$ cat config.mk
export PLATFORM = sky130hd
export DESIGN_NAME = imm_gen_stage
export DESIGN_NICKNAME = d
export VERILOG_FILES = /design/src/rtl/imm_gen_stage_pkg.sv /design/src/rtl/imm_gen_stage_decode.sv /design/src/rtl/imm_gen_stage.sv
export SDC_FILE = /design/constraint.sdc
export NUM_CORES = 1
export LEC_CHECK = 0
export ABC_AREA = 0
export CAP_MARGIN = 20
export CORE_ASPECT_RATIO = 0.6
export CORE_UTILIZATION = 36
export CTS_CLUSTER_SIZE = 25
export DETAILED_ROUTE_END_ITERATION = 6
export PLACE_DENSITY = 0.64
export RECOVER_POWER = 100
export SLEW_MARGIN = 20
export SYNTH_ARGS = -nofsm -noshare
export SYNTH_HDL_FRONTEND = slang
export SYNTH_SLANG_ARGS = --single-unit
$ cat constraint.sdc
create_clock -name clk -period 2.55 [get_ports clk]
set_input_delay 0.255 -clock clk [delete_from_list [all_inputs] [get_ports clk]]
set_output_delay 0.255 -clock clk [all_outputs]
set_load 0.05 [all_outputs]
$ cat src/rtl/imm_gen_stage_pkg.sv
// Shared definitions for the immediate-generation stage: the immediate
// class enum, the RV base opcodes the decoder recognises, and the entry
// format held in the stage's output buffer.
package imm_gen_stage_pkg;

  // Widest supported datapath; buffer entries are sized for it and the
  // stage uses the low XLEN bits.
  localparam int XLEN_MAX = 64;

  typedef enum logic [2:0] {
    NONE  = 3'd0,
    I     = 3'd1,
    S     = 3'd2,
    B     = 3'd3,
    U     = 3'd4,
    J     = 3'd5,
    SHAMT = 3'd6,
    Z     = 3'd7
  } imm_type_t;

  localparam logic [6:0] OP_LOAD   = 7'b0000011;
  localparam logic [6:0] OP_IMM    = 7'b0010011;
  localparam logic [6:0] OP_IMM32  = 7'b0011011;
  localparam logic [6:0] OP_JALR   = 7'b1100111;
  localparam logic [6:0] OP_STORE  = 7'b0100011;
  localparam logic [6:0] OP_BRANCH = 7'b1100011;
  localparam logic [6:0] OP_LUI    = 7'b0110111;
  localparam logic [6:0] OP_AUIPC  = 7'b0010111;
  localparam logic [6:0] OP_JAL    = 7'b1101111;
  localparam logic [6:0] OP_SYSTEM = 7'b1110011;

  typedef struct packed {
    logic [XLEN_MAX-1:0] imm;
    imm_type_t           typ;
    logic [XLEN_MAX-1:0] target;
    logic                illegal;
  } imm_entry_t;

  // funct3 encodings 001 (sll) and 101 (srl/sra) carry a shift amount
  // instead of a 12-bit immediate.
  function automatic logic is_shift(input logic [2:0] funct3);
    return (funct3 == 3'b001) || (funct3 == 3'b101);
  endfunction

endpackage

$ cat src/rtl/imm_gen_stage_decode.sv
// imm_decode: combinational immediate decoder.
// Ports:
//   instr   in  32    raw instruction
//   imm     out XLEN  immediate extended to XLEN
//   typ     out       immediate class
//   illegal out 1     opcode not recognised (imm forced to 0)
module imm_decode
  import imm_gen_stage_pkg::*;
#(
  parameter int XLEN = 64
) (
  input  logic [31:0]     instr,
  output logic [XLEN-1:0] imm,
  output imm_type_t       typ,
  output logic            illegal
);

  logic [6:0]  opcode;
  logic [2:0]  funct3;
  logic [31:0] imm32;
  logic [5:0]  shamt;

  assign opcode = instr[6:0];
  assign funct3 = instr[14:12];

  always_comb begin
    typ     = NONE;
    illegal = 1'b0;
    case (opcode)
      OP_LOAD, OP_JALR: typ = I;
      OP_IMM:           typ = is_shift(funct3) ? SHAMT : I;
      OP_IMM32: begin
        // The word-sized ops only exist on a 64-bit datapath.
        if (XLEN == 64) typ = is_shift(funct3) ? SHAMT : I;
        else            illegal = 1'b1;
      end
      OP_STORE:         typ = S;
      OP_BRANCH:        typ = B;
      OP_LUI, OP_AUIPC: typ = U;
      OP_JAL:           typ = J;
      OP_SYSTEM:        typ = funct3[2] ? Z : I;
      default:          illegal = 1'b1;
    endcase
  end

  // Only the 64-bit OP-IMM shift uses a 6-bit shamt; the word shifts and
  // every 32-bit build use 5 bits.
  assign shamt = ((XLEN == 64) && (opcode == OP_IMM)) ? instr[25:20]
                                                      : {1'b0, instr[24:20]};

  // Sign-carrying classes are first assembled as 32-bit values, then
  // sign-extended to XLEN by the signed size cast.
  always_comb begin
    imm32 = '0;
    imm   = '0;
    case (typ)
      I: imm32 = {{20{instr[31]}}, instr[31:20]};
      S: imm32 = {{20{instr[31]}}, instr[31:25], instr[11:7]};
      B: imm32 = {{19{instr[31]}}, instr[31], instr[7], instr[30:25], instr[11:8], 1'b0};
      U: imm32 = {instr[31:12], 12'b0};
      J: imm32 = {{11{instr[31]}}, instr[31], instr[19:12], instr[20], instr[30:21], 1'b0};
      default: imm32 = '0;
    endcase
    case (typ)
      SHAMT:   imm = XLEN'(shamt);
      Z:       imm = XLEN'(instr[19:15]);
      NONE:    imm = '0;
      default: imm = XLEN'($signed(imm32));
    endcase
  end

endmodule

$ cat src/rtl/imm_gen_stage.sv
// imm_gen_stage: registered immediate-generation stage with a 2-entry
// skid buffer between decode and execute.
// Ports:
//   clk, resetn           clock (rising edge), async active-low reset
//   flush                 drop all buffered entries and any same-cycle push
//   in_valid/in_ready     input handshake; in_ready depends on count only
//   in_instr, in_pc       instruction and its address
//   out_valid/out_ready   output handshake for the head entry
//   out_imm, out_typ      extended immediate and its class
//   out_target            pc + imm (0 when TARGET_EN = 0)
//   out_illegal           opcode not recognised
module imm_gen_stage
  import imm_gen_stage_pkg::*;
#(
  parameter int XLEN      = 64,
  parameter bit TARGET_EN = 1'b1
) (
  input  logic            clk,
  input  logic            resetn,
  input  logic            flush,
  input  logic            in_valid,
  output logic            in_ready,
  input  logic [31:0]     in_instr,
  input  logic [XLEN-1:0] in_pc,
  output logic            out_valid,
  input  logic            out_ready,
  output logic [XLEN-1:0] out_imm,
  output imm_type_t       out_typ,
  output logic [XLEN-1:0] out_target,
  output logic            out_illegal
);

  logic [XLEN-1:0] dec_imm;
  imm_type_t       dec_typ;
  logic            dec_illegal;
  logic [XLEN-1:0] pc_target;
  imm_entry_t      new_entry;
  imm_entry_t      head;
  imm_entry_t      mem [2];
  logic [1:0]      count;
  logic            wr_ptr;
  logic            rd_ptr;
  logic            push;
  logic            pop;

  imm_decode #(.XLEN(XLEN)) u_decode (
    .instr   (in_instr),
    .imm     (dec_imm),
    .typ     (dec_typ),
    .illegal (dec_illegal)
  );

  generate
    if (TARGET_EN) begin : g_target
      assign pc_target = in_pc + dec_imm;
    end else begin : g_no_target
      assign pc_target = '0;
    end
  endgenerate

  assign new_entry = '{imm:     XLEN_MAX'(dec_imm),
                       typ:     dec_typ,
                       target:  XLEN_MAX'(pc_target),
                       illegal: dec_illegal};

  // Readiness comes from the count register alone, so backpressure never
  // forms a combinational path from out_ready back to in_ready.
  assign in_ready  = (count != 2'd2);
  assign out_valid = (count != 2'd0);
  assign push      = in_valid & in_ready;
  assign pop       = out_valid & out_ready;

  // Storage, pointers and count. Flush dominates both push and pop; the
  // storage is reset too so the outputs are never X while the buffer is empty.
  always_ff @(posedge clk or negedge resetn) begin
    if (!resetn) begin
      mem[0] <= '0;
      mem[1] <= '0;
      count  <= 2'd0;
      wr_ptr <= 1'b0;
      rd_ptr <= 1'b0;
    end else if (flush) begin
      count  <= 2'd0;
      wr_ptr <= 1'b0;
      rd_ptr <= 1'b0;
    end else begin
      if (push) begin
        mem[wr_ptr] <= new_entry;
        wr_ptr      <= ~wr_ptr;
      end
      if (pop) rd_ptr <= ~rd_ptr;
      case ({push, pop})
        2'b10:   count <= count + 2'd1;
        2'b01:   count <= count - 2'd1;
        default: count <= count;
      endcase
    end
  end

  assign head        = mem[rd_ptr];
  assign out_imm     = head.imm[XLEN-1:0];
  assign out_typ     = head.typ;
  assign out_target  = head.target[XLEN-1:0];
  assign out_illegal = head.illegal;

endmodule

==> results.md <==
* Startpoint type of the worst setup path: input pin
* Largest cells by area after synthesis: sky130_fd_sc_hd__dfrtp_1, sky130_fd_sc_hd__mux2_2, sky130_fd_sc_hd__nand2_1
* Slew of the pin with the lowest slew margin at 1.618 ns
* Effective utilization at floorplan at 36.67%
* Wire length on met1 at 22.63 mm
* DRT Wirelength at 47.68 mm
* Number of enable-type register cells in the synthesized netlist at 0
* CTS Buf Count at 22
* Min Tclk post-route at 3.847 ns
* Yosys top cell area share at 38.16%
* Clk buf depth at 3
* Sum of met2 wire segment lengths after detailed routing at 21.52 mm
* Synth warnings at 0
* PwrDens at 581.7 nW/um^2
* Detailed-route via count at 13243
* Number of antenna-violating nets in the routed design at 0
* CTS tree: done
* Number of DRC violations after detailed routing at 0
* Placed inst area at 18800 um^2
* Placed wire-length estimate after detailed placement at 34.88 mm
* Worst clock skew at 0.01798 ns
* Number of distinct library cells after synthesis at 75
* Max-capacitance violation count at 1
* Pin count of the biggest net entering global routing at 69
* Total Negative Setup Slacks at -153.24 ns
* Hold path startpoint: in_instr[12]
* Classification of the worst setup path: in -> reg
* Setup repair after global routing missed its margin: true
* Rows at 54
* Critical Path RT at 2.96 ns
* Total power at 12.58 mW
* Vertical extent of the die at 151.3 um
* Vias in the first global route at 13071
* Cell types with the highest counts after synthesis: sky130_fd_sc_hd__nand2_1, sky130_fd_sc_hd__dfrtp_1, sky130_fd_sc_hd__mux2_2, sky130_fd_sc_hd__o21ai_0, sky130_fd_sc_hd__a21oi_1
* Die Span X at 250.9 um
* Met3 routed wirelength at 2.656 mm
* Reg-to-reg endpoint: mem[213]$_DFFE_PN0P_
* Kind of capture point of the worst setup path: flop
* Gate Count Post-Synth at 1521
* Uppermost metal layer occupied by signal nets: met4
* Number of pins with negative max-slew slack in the final report at 63
* Cell with the most instances after synthesis: sky130_fd_sc_hd__nand2_1
* R2R Setup Slk at 0.12 ns
* Hold depth at 5
* Worst-skew pair later-pin latency at 0.54 ns
* Worst hold path endpoint: mem[80]$_DFFE_PN0P_
* Nets in the synthesized netlist at 1686
* Cell area after layout at 21630 um^2
* Final Hold Vio Count at 0
* Final routed wire length divided by cell count at 18.71 um
* Cell count after placement at 2440
* Proportion of layout cells with a drive suffix above 1 at 44.08%
* Post-CTS clock slew at the launch and capture registers of the worst setup and hold paths at 0.07 ns
* Post-layout worst setup margin at -1.297 ns
* Flip-flop and latch count after synthesis at 204
* Status: finished with violations
* H-tree levels at 1
* Post-Syn Area at 13380 um^2
* Die Outline Area at 37960 um^2
* Wire length of the first global-routing pass at 72.00 mm
* Max-slew headroom at -7.864%
* Hold crit path type: in -> reg
* Total global routing track utilization at 24.21%
* Initial DRC count at 817
* Drt pass-1 iters at 6
* # IOs at 235
* Signed area change from the synthesized netlist to the final layout at 61.66%
* Total number of clock tree sinks at 204
* CTS root buf: sky130_fd_sc_hd__clkbuf_16
* Number of antenna violations at the first check in global routing at 4
* Primary flip-flop cell chosen by synthesis mapping: sky130_fd_sc_hd__dfrtp_1
* Length in cells of the worst reg-to-reg path at 6
* Data arrival time of the critical path at 4.26 ns
* LEAKAGE at 10.31 nW
* Critical register-to-register path startpoint: count[0]$_DFFE_PN0P_
* Vias per cell at 5.197
* Worst supply voltage drop on vdd at 469.8 uV
* Remaining global-route overflow at 0
* Period utilisation layout at 150.9%
* Fraction of synthesis flops using an asynchronous set or reset pin at 100.0%
* Final Net Count at 2218
* Biggest area consumer among synthesized cells: sky130_fd_sc_hd__dfrtp_1
* Finish-stage setup viols at 241
* Peak Freq at 259.9 MHz
* Number of buffers inserted by port buffering at 234
* Average cell area after synthesis at 8.796 um^2
* Failing checks: max-capacitance violations, max-slew violations, negative setup slack
* Largest fanout of any net on the critical path at 6
* Core Region at 36490 um^2
* Routability cong. at 0.9571
* Sequential cell area fraction in the yosys report at 38.16%
* Number of standard cells in the final layout excluding fillers at 2548
kinds of logic (layout without fill, tap and decap cells):
kind of cell | count (synthesis) | in the layout | synth area share (%)
XOR/XNOR | 58 | 58 | 3.797
AND/OR/NAND/NOR | 508 | 509 | 16.51
flip-flops | 204 | 204 | 38.16
buffers and inverters | 169 | 716 | 5.798
other | 0 | 3 | 0
adder cells (fa/ha/maj) | 64 | 64 | 6.041
AO/OA/AOI/OAI | 376 | 376 | 17.75
multiplexers | 142 | 142 | 11.95
report_power, final:
| group | switching, mW | internal (mW) | total, mW |
|---|---|---|---|
| registers | 0.344 | 3.92 | 4.26 |
| logic | 2.92 | 2.00 | 4.92 |
| clock network | 1.38 | 2.02 | 3.40 |
| total | 4.64 | 7.94 | 12.6 |
how the worst max path moves through the flow:
stage | from | end | slack, ns | depth (start not counted)
5_1_grt | in_instr[2] | mem[61]$_DFFE_PN0P_ | -1.40 | 19
3_5_place_dp | in_instr[1] | mem[171]$_DFFE_PN0P_ | -2.44 | 21
3_3_place_gp | in_instr[1] | mem[171]$_DFFE_PN0P_ | -2.36 | 21
4_1_cts | in_instr[1] | mem[61]$_DFFE_PN0P_ | -1.29 | 21
6_report | in_instr[12] | mem[61]$_DFFE_PN0P_ | -1.30 | 20
2_1_floorplan | in_instr[1] | mem[181]$_DFFE_PN0P_ | -1.50 | 22
flip-flops by register name (all words and copies together), names as in the netlist:
name    cells
count       2
wr_ptr      1
mem       200
rd_ptr      1
worst max-delay path, cell delays in order:
cell and delay (ns):
sky130_fd_sc_hd__clkdlybuf4s15_2 0.19, sky130_fd_sc_hd__nor2b_4 0.14, sky130_fd_sc_hd__o31a_1 0.29, sky130_fd_sc_hd__o22a_1 0.23
sky130_fd_sc_hd__nand2b_4 0.18, sky130_fd_sc_hd__nand2b_4 0.11, sky130_fd_sc_hd__and3_4 0.27, sky130_fd_sc_hd__buf_4 0.16
sky130_fd_sc_hd__a21oi_4 0.04, sky130_fd_sc_hd__inv_1 0.09, sky130_fd_sc_hd__ha_4 0.22, sky130_fd_sc_hd__a21oi_1 0.27
sky130_fd_sc_hd__o21ai_4 0.12, sky130_fd_sc_hd__buf_4 0.16, sky130_fd_sc_hd__nor3_4 0.20, sky130_fd_sc_hd__a2bb2oi_4 0.10
sky130_fd_sc_hd__a311o_2 0.48, sky130_fd_sc_hd__a311oi_4 0.33, sky130_fd_sc_hd__xnor2_2 0.13, sky130_fd_sc_hd__mux2_4 0.27
layout by cell type (no fill, tap or decap), types with 6 or more instances in the layout:
cell and n:
sky130_fd_sc_hd__buf_4 399, sky130_fd_sc_hd__nand2_1 330, sky130_fd_sc_hd__dfrtp_1 203, sky130_fd_sc_hd__mux2_2 122, sky130_fd_sc_hd__clkdlybuf4s50_1 89, sky130_fd_sc_hd__o21ai_0 86, sky130_fd_sc_hd__a21oi_1 57, sky130_fd_sc_hd__buf_6 44
sky130_fd_sc_hd__ha_1 42, sky130_fd_sc_hd__nor2_1 39, sky130_fd_sc_hd__buf_12 37, sky130_fd_sc_hd__a21o_1 36, sky130_fd_sc_hd__inv_1 35, sky130_fd_sc_hd__o21ai_1 32, sky130_fd_sc_hd__dlygate4sd2_1 30, sky130_fd_sc_hd__a21oi_2 28
sky130_fd_sc_hd__nand4_1 23, sky130_fd_sc_hd__clkbuf_16 23, sky130_fd_sc_hd__a21oi_4 22, sky130_fd_sc_hd__xnor2_2 21, sky130_fd_sc_hd__ha_4 19, sky130_fd_sc_hd__nand3_1 18, sky130_fd_sc_hd__mux2_4 17, sky130_fd_sc_hd__nor3_1 16
sky130_fd_sc_hd__inv_2 13, sky130_fd_sc_hd__o21ai_2 12, sky130_fd_sc_hd__o21bai_1 12, sky130_fd_sc_hd__o211ai_1 10, sky130_fd_sc_hd__xnor2_1 10, sky130_fd_sc_hd__xnor2_4 9, sky130_fd_sc_hd__xor2_2 9, sky130_fd_sc_hd__o21ai_4 8
sky130_fd_sc_hd__o21a_1 8, sky130_fd_sc_hd__xor2_1 6, sky130_fd_sc_hd__clkbuf_8 6, sky130_fd_sc_hd__clkbuf_1 6
timing repair:
item                                    4_1_cts  5_1_grt
hold endpoints to repair                     58        0
hold buffers                                  1        0
endpoints found under the setup margin      199      164
pin swaps                                    63       84
resized for setup                           262      149
buffers inserted                             31       35
cloned                                        2        0
per-layer routing:
metal,vias up,GRT usage (%)
li1,6362,-
met1,6456,34.66
met2,369,38.15
met3,56,4.365
met4,0,5.061
met5,-,0
cell type report:
class	instances	area [um^2]
Timing Repair Buffer	626	5628
Inverter	50	193.9
Tap cell	476	595.6
Multi-Input combinational cell	1149	9333
Fill cell	3024	14860
Clock buffer	32	669.4
Antenna cell	3	7.507
Clock inverter	8	92.59
Sequential cell	204	5109
metrics by stage:
| stage | utilization (%) | hold WS, ns | worst slack, ns |
|---|---|---|---|
| 3_5_place_dp | 51.53 | 0.2873 | -2.438 |
| 2_1_floorplan | - | -0.04059 | -1.500 |
| 6_report | 59.28 | 0.3786 | -1.297 |
| 5_1_grt | 59.28 | 0.4216 | -1.396 |
| 3_3_place_gp | 51.53 | 0.2760 | -2.361 |
| 4_1_cts | 56.81 | 0.2966 | -1.288 |
Note: power is estimated with default switching activity, not from simulation.
